--- src/rtl/cpu24_ctrl_pkg.sv ---
// cpu24_ctrl_pkg: shared state encoding, opcode map and datapath select codes for the sequencer.
package cpu24_ctrl_pkg;

  typedef enum logic [2:0] {
    S_FETCH,
    S_DECODE,
    S_EXEC,
    S_MEM,
    S_WB,
    S_HALTED,
    S_ERROR
  } state_e;

  localparam logic [3:0] OP_R    = 4'b0000;
  localparam logic [3:0] OP_ADDI = 4'b0001;
  localparam logic [3:0] OP_LW   = 4'b0010;
  localparam logic [3:0] OP_SW   = 4'b0011;
  localparam logic [3:0] OP_BEQ  = 4'b0100;
  localparam logic [3:0] OP_BNE  = 4'b0101;
  localparam logic [3:0] OP_J    = 4'b0110;
  localparam logic [3:0] OP_HALT = 4'b1111;

  localparam logic [2:0] PC_PLUS1  = 3'b000;
  localparam logic [2:0] PC_BRANCH = 3'b100;
  localparam logic [2:0] PC_JUMP   = 3'b010;

  localparam logic [2:0] WB_ALU = 3'b000;
  localparam logic [2:0] WB_MEM = 3'b100;

  function automatic logic is_legal(input logic [3:0] op);
    return (op <= OP_J) || (op == OP_HALT);
  endfunction

endpackage

--- src/rtl/mc_ctrl_seq24_timer.sv ---
// mem_wait_timer: counts cycles a memory request waits; expired flags the wait that brings the count to TIMEOUT.
module mem_wait_timer #(
  parameter int TIMEOUT = 15,
  parameter int CNT_W   = 8
) (
  input  logic             clk,
  input  logic             rst_n,
  input  logic             clr,
  input  logic             en,
  output logic [CNT_W-1:0] count,
  output logic             expired
);

  logic [CNT_W-1:0] count_q, count_d;

  always_comb begin
    count_d = clr ? '0 : en ? count_q + CNT_W'(1) : count_q;
  end

  always_ff @(posedge clk) begin
    if (!rst_n) count_q <= '0;
    else        count_q <= count_d;
  end

  assign count   = count_q;
  assign expired = en && (count_q == CNT_W'(TIMEOUT - 1));

endmodule

--- src/rtl/mc_ctrl_seq24.sv ---
// mc_ctrl_seq24: multi-cycle FETCH/DECODE/EXEC/MEM/WB sequencer with a shared, time-bounded memory port.
module mc_ctrl_seq24
  import cpu24_ctrl_pkg::*;
#(
  parameter int OPC_W   = 4,
  parameter int TIMEOUT = 15,
  parameter int CNT_W   = 8
) (
  input  logic             Clock,
  input  logic             Reset,
  input  logic             Run,
  input  logic [OPC_W-1:0] Opcode,
  input  logic             Zero,
  input  logic             MemReady,
  output logic             MemRead,
  output logic             MemWrite,
  output logic             MemAddrSel,
  output logic             IRWrite,
  output logic             PCWrite,
  output logic [2:0]       PCSel,
  output logic             RegWrite,
  output logic [2:0]       WBSel,
  output logic             Busy,
  output logic             Illegal,
  output logic             Halted,
  output logic             Error
);

  state_e           state_q, state_d;
  logic             illegal_q, illegal_d;
  logic [3:0]       op;
  logic             wait_en, expired;
  logic [CNT_W-1:0] wait_cnt;
  logic             mem_read, mem_write, addr_sel, ir_write, pc_write, reg_write, busy;
  logic [2:0]       pc_sel, wb_sel;

  assign op = 4'(Opcode);

  mem_wait_timer #(.TIMEOUT(TIMEOUT), .CNT_W(CNT_W)) u_timer (
    .clk    (Clock),
    .rst_n  (Reset),
    .clr    (state_d != state_q),
    .en     (wait_en),
    .count  (wait_cnt),
    .expired(expired)
  );

  always_comb begin
    state_d   = state_q;
    illegal_d = illegal_q;
    wait_en   = 1'b0;
    mem_read  = 1'b0;
    mem_write = 1'b0;
    addr_sel  = 1'b0;
    ir_write  = 1'b0;
    pc_write  = 1'b0;
    pc_sel    = PC_PLUS1;
    reg_write = 1'b0;
    wb_sel    = WB_ALU;
    busy      = 1'b0;
    case (state_q)
      S_FETCH: if (Run) begin
        mem_read = 1'b1;
        busy     = 1'b1;
        wait_en  = !MemReady;
        ir_write = MemReady;
        pc_write = MemReady;
        state_d  = MemReady ? S_DECODE : expired ? S_ERROR : S_FETCH;
      end
      S_DECODE: begin
        busy      = 1'b1;
        illegal_d = illegal_q || !is_legal(op);
        state_d   = (op == OP_HALT) ? S_HALTED : is_legal(op) ? S_EXEC : S_FETCH;
      end
      S_EXEC: begin
        busy    = 1'b1;
        state_d = S_FETCH;
        case (op)
          OP_R, OP_ADDI: state_d = S_WB;
          OP_LW, OP_SW:  state_d = S_MEM;
          OP_BEQ: begin pc_write = Zero;  pc_sel = PC_BRANCH; end
          OP_BNE: begin pc_write = !Zero; pc_sel = PC_BRANCH; end
          OP_J:   begin pc_write = 1'b1;  pc_sel = PC_JUMP;   end
          default: ;
        endcase
      end
      S_MEM: begin
        busy      = 1'b1;
        addr_sel  = 1'b1;
        mem_read  = (op == OP_LW);
        mem_write = (op == OP_SW);
        wait_en   = !MemReady;
        state_d   = MemReady ? ((op == OP_LW) ? S_WB : S_FETCH) : expired ? S_ERROR : S_MEM;
      end
      S_WB: begin
        busy      = 1'b1;
        reg_write = 1'b1;
        wb_sel    = (op == OP_LW) ? WB_MEM : WB_ALU;
        state_d   = S_FETCH;
      end
      default: ;
    endcase
  end

  always_ff @(posedge Clock) begin
    if (!Reset) begin
      state_q   <= S_FETCH;
      illegal_q <= 1'b0;
    end else begin
      state_q   <= state_d;
      illegal_q <= illegal_d;
    end
  end

  // The reset cycle itself must present no request or write enable.
  assign MemRead    = Reset && mem_read;
  assign MemWrite   = Reset && mem_write;
  assign MemAddrSel = Reset && addr_sel;
  assign IRWrite    = Reset && ir_write;
  assign PCWrite    = Reset && pc_write;
  assign PCSel      = Reset ? pc_sel : 3'b000;
  assign RegWrite   = Reset && reg_write;
  assign WBSel      = Reset ? wb_sel : 3'b000;
  assign Busy       = Reset && busy;
  assign Illegal    = Reset && illegal_q && (state_q != S_HALTED) && (state_q != S_ERROR);
  assign Halted     = Reset && (state_q == S_HALTED);
  assign Error      = Reset && (state_q == S_ERROR);

endmodule

--- config.mk ---
export PLATFORM = sky130hd
export DESIGN_NAME = mc_ctrl_seq24
export DESIGN_NICKNAME = d
export VERILOG_FILES = /design/src/rtl/cpu24_ctrl_pkg.sv /design/src/rtl/mc_ctrl_seq24_timer.sv /design/src/rtl/mc_ctrl_seq24.sv
export SDC_FILE = /design/constraint.sdc
export NUM_CORES = 1
export LEC_CHECK = 0
export CAP_MARGIN = 20
export CORE_MARGIN = 2
export CORE_UTILIZATION = 43
export DETAILED_ROUTE_END_ITERATION = 10
export GPL_ROUTABILITY_DRIVEN = 0
export PLACE_DENSITY_LB_ADDON = 0.15
export SYNTH_ARGS = -nofsm -noshare
export SYNTH_HDL_FRONTEND = slang
export SYNTH_SLANG_ARGS = --single-unit
--- constraint.sdc ---
create_clock -name Clock -period 1.7 [get_ports Clock]
set_clock_uncertainty 0.05 [all_clocks]
set_input_delay 0.425 -clock Clock [delete_from_list [all_inputs] [get_ports Clock]]
set_output_delay 0.425 -clock Clock [all_outputs]
set_load 0.03 [all_outputs]
==> results_tabular.tex <==
\begin{tabular}{lr}
\hline
Metric & Value \\
\hline
\multicolumn{2}{l}{\textbf{Timing}} \\
\quad RSZ-0062 raised after global routing & true \\
\quad Number of failing setup endpoints in the final timing report & 23 \\
\quad Number of max-slew violations in the final report & 0 \\
\quad Highest clock frequency the design can meet & roughly 500 MHz \\
\quad Minimum clock period & 1.99 ns \\
\quad Ratio of final minimum period to clock period & 117\% \\
\quad Crit path setup slack, layout & -0.290 ns \\
\quad Final number of hold-violating endpoints & 0 \\
\multicolumn{2}{l}{\textbf{Die}} \\
\quad Chip Height & around 51 µm \\
\quad Number of core rows & 16 \\
\quad Effective utilization at floorplan & 46.9\% \\
\quad Die footprint & 2580 µm² \\
\quad Num ports & 25 \\
\quad Area of the placeable core & between 2000 and 2500 µm² \\
\quad Die span in x & 50.7 µm \\
\multicolumn{2}{l}{\textbf{Placement}} \\
\quad Detailed Place HPWL & 2200 µm \\
\quad Count of buffers from port buffering & 21 \\
\multicolumn{2}{l}{\textbf{Logic synthesis}} \\
\quad Count of flip-flops with a built-in enable after synthesis & 0 \\
\quad Post-synthesis cell count & $\sim$120 \\
\quad Top\_reg\_cell synth & sky130\_fd\_sc\_hd\_\_dfxtp\_1 \\
\quad Yosys warning total & 0 \\
\quad Flops \& latches, synth & 12 \\
\quad Total standard cell area after synthesis & 940 µm² \\
\quad Sequential cell area fraction in the yosys report & around a quarter \\
\quad Post-synthesis async set-or-reset flop share & 0\% \\
\quad Post-Syn Area per Cell & 7.90 µm² \\
\quad Unique cell type count in the Yosys netlist & 44 \\
\multicolumn{2}{l}{\textbf{Cells and area}} \\
\quad Total of fill cells in the finished design & 57 \\
\quad Commonest cells after routing, fill and taps aside & 44 x sky130\_fd\_sc\_hd\_\_buf\_4, 21 x sky130\_fd\_sc\_hd\_\_buf\_6, 11 x sky130\_fd\_sc\_hd\_\_nor2\_1 \\
\quad End-of-flow core utilization & 94.7\% \\
\quad Layout Area Growth over Synthesis & 102\% \\
\quad Ant diodes & 0 \\
\quad Net count reported at finish & 205 \\
\quad Proportion of layout cells with a drive suffix above 1 & 60.1\% \\
\quad Combined area of the multi-input logic cells & 897 µm² \\
\quad Seq. cell area & 253 µm² \\
\quad Most common cell after layout, fill and taps aside & sky130\_fd\_sc\_hd\_\_buf\_4 \\
\multicolumn{2}{l}{\textbf{Power}} \\
\quad Register share of total power & 35.9\% \\
\quad Leakage power of the design & 0.804 nW \\
\quad Total power & 0.808 mW \\
\quad Internal portion of total power & 0.548 mW \\
\quad Peak supply drop & 485 µV \\
\quad Net load switching power & $\sim$0.26 mW \\
\quad Comb power frac & 34.3\% \\
\quad Relative contribution of the clock network to total power & 29.8\% \\
\quad Power density of the placed cells & 426 nW/µm² \\
\quad Net Sw Frac & about 32\% \\
\multicolumn{2}{l}{\textbf{Critical path}} \\
\quad WP data arrival & 1.52 ns \\
\quad Number of stages on the worst setup path & 6 \\
\quad Reg-to-reg setup timing slack & -0.23 ns \\
\quad Worst setup SP type & flop \\
\quad Critical-path maximum fanout & 6 \\
\quad Most common cell on crit path & sky130\_fd\_sc\_hd\_\_buf\_6 \\
\quad Count of buffering cells on the critical path with inverters included & 3 \\
\quad CP top delay family & buffers and inverters \\
\quad Source of the worst register-to-register timing path & state\_q[2] \\
\quad Critical path capture point & PCSel[1] \\
\quad Launch point of the worst path & state\_q[0] \\
\quad Path depth of the worst reg2reg path & 7 \\
\quad Crit-path cells & buf\_6 > nor2b\_4 > nand4b\_1 > buf\_6 > nor3b\_4 > buf\_6 \\
\quad Crit Path Category & reg -> out \\
\quad Reg-to-reg critical path endpoint & u\_timer.count[7] \\
\quad Longest individual stage delay on the worst path & 0.37 ns \\
\quad Required time reported for the critical path endpoint & 1.22 ns \\
\quad Worst-path cell with the longest stage delay & sky130\_fd\_sc\_hd\_\_dfxtp\_4 \\
\quad Element type at the critical path end & output port \\
\multicolumn{2}{l}{\textbf{Global routing}} \\
\quad Final global-route overflow total & 0 \\
\quad Wire length of the first global-routing pass & 5770 µm \\
\quad Via count of the first global-routing pass & 1164 \\
\quad Antenna violations before repair & 0 \\
\quad All-layer global routing usage & a little under a third \\
\quad Maximum number of pins on one net before global-route repair & 9 \\
\multicolumn{2}{l}{\textbf{Hold path}} \\
\quad Hold path start & illegal\_q \\
\quad Path type of the worst min-delay path & reg -> reg \\
\multicolumn{2}{l}{\textbf{Clock tree}} \\
\quad Maximum level of the CTS H-tree & 1 \\
\quad \# clock sinks & 12 \\
\quad Worst-case clock buffer depth & 2 \\
\quad Number of buffers created by CTS & 3 \\
\quad Count of hold buffers inserted by post-cts repair & 0 \\
\quad Clock tree from TritonCTS & done \\
\quad Worst-skew pair later-pin latency & about 0.29 ns \\
\quad Cell at the root of the clock tree & sky130\_fd\_sc\_hd\_\_clkbuf\_4 \\
\quad Clock-pin slew of the registers on the worst-case setup and hold paths & 0.08 ns \\
\multicolumn{2}{l}{\textbf{Route}} \\
\quad Routed WL & 4840 µm \\
\quad Routed vias & 1389 \\
\quad Drt via density & 6.31 \\
\quad Remaining design rule violation count & 0 \\
\quad DRT antenna net count & 0 \\
\quad Average wire length per cell after detail routing & about 22 µm \\
\quad First-pass iteration count of the detailed router & 5 \\
\quad Detailed router's first-iteration violation count & 117 \\
\multicolumn{2}{l}{\textbf{Run status}} \\
\quad Status & finished, violations left \\
\quad Violations in the final reports & setup timing \\
\multicolumn{2}{l}{\textbf{Run}} \\
\quad Count of maximum capacitance violations & 0 \\
\hline
\end{tabular}
==> kinds of logic after synthesis <==
kind of cell    count (synthesis)  synth area share [%]
compound gates                 25                  21.8
xor+xnor                        9                  8.39
fa+ha+maj                       2                  2.66
buf+inv                        10                  5.59
flops                          12                  25.6
other cells                     1                 0.399
simple gates                   60                  35.6
==> final cells by class <==
class / instances / area share, %
Sequential cell: 12 / 13.3
Multi-Input combinational cell: 99 / 47.3
Timing Repair Buffer: 75 / 34.9
Clock buffer: 4 / 1.91
Tap cell: 27 / 1.78
Inverter: 3 / 0.726
==> per-stage QoR <==
stage / area, µm² / cells / setup WS (ns) / hold slack (ns) / setup TNS [ns]
2_1_floorplan: 1090 / 121 / -0.101 / 0.408 / -0.263
3_3_place_gp: 1530 / 202 / -0.606 / 0.436 / -11.52
3_5_place_dp: 1530 / 202 / -0.692 / 0.443 / -12.55
4_1_cts: 1790 / 216 / -0.251 / 0.467 / -2.96
5_1_grt: 1900 / 220 / -0.332 / 0.525 / -4.90
6_report: 1900 / 220 / -0.290 / 0.467 / -4.12
==> flip-flops by register name (all words and copies together) (netlist names) <==
register       cells
u_timer.count      8
illegal_q          1
state_q            3
==> worst min-delay path, stage by stage (launching register included) <==
cell	delay, ns
sky130_fd_sc_hd__dfxtp_1	0.34
sky130_fd_sc_hd__a21oi_1	0.05
sky130_fd_sc_hd__nor2b_1	0.09
==> worst min-delay path by stage <==
stage | end | slack (ns) | cells past startpoint
floorplan | illegal_q | 0.41 | 2
global placement | illegal_q | 0.44 | 2
detailed placement | illegal_q | 0.44 | 2
CTS | illegal_q | 0.47 | 2
global route | illegal_q | 0.52 | 2
finish | illegal_q | 0.47 | 2
==> per-layer routing <==
metal	track usage, %	vias up	part of all wire [%]	wire, µm
met5	0	-	0	0
met4	9.01	0	6.1	297
met3	6.25	41	7.8	377
met2	57.0	121	49	2390
met1	35.2	656	37	1780
li1	-	571	-	-
==> synth_stat cells (all sizes together) (2+ instances only) <==
cell type	instances	share of area, %
a311oi	2	2.5
and2	2	1.3
nand2b	6	4.0
nor3	3	1.6
nor2b	3	2.0
and3	3	2.0
o21a	5	4.0
nand2	10	4.0
nand3	2	1.1
xor2	5	4.7
nor4	2	1.3
a21oi	4	2.1
buf	6	4.0
o21ai	4	3.3
xnor2	4	3.7
ha	2	2.7
nand4	2	1.3
dfxtp	12	26
nor3b	2	2.1
nor4b	3	2.8
nor2	18	7.2
inv	3	1.2
==> power groups by stage <==
stage	Combinational (mW)	Sequential (mW)	Clock, mW
after floorplan	0.112	0.299	0
after global placement	0.198	0.299	0
after detailed placement	0.201	0.299	0
after CTS	0.235	0.289	0.247
after global routing	0.287	0.290	0.252
final	0.277	0.290	0.241
==> timing repair <==
action	4_1_cts	5_1_grt
buffers inserted	10	4
setup endpoints to repair	24	23
gates cloned	0	0
hold endpoints to repair	0	0
pin swaps	12	8
resized for setup	53	17
(Power assumes the default switching activity.)
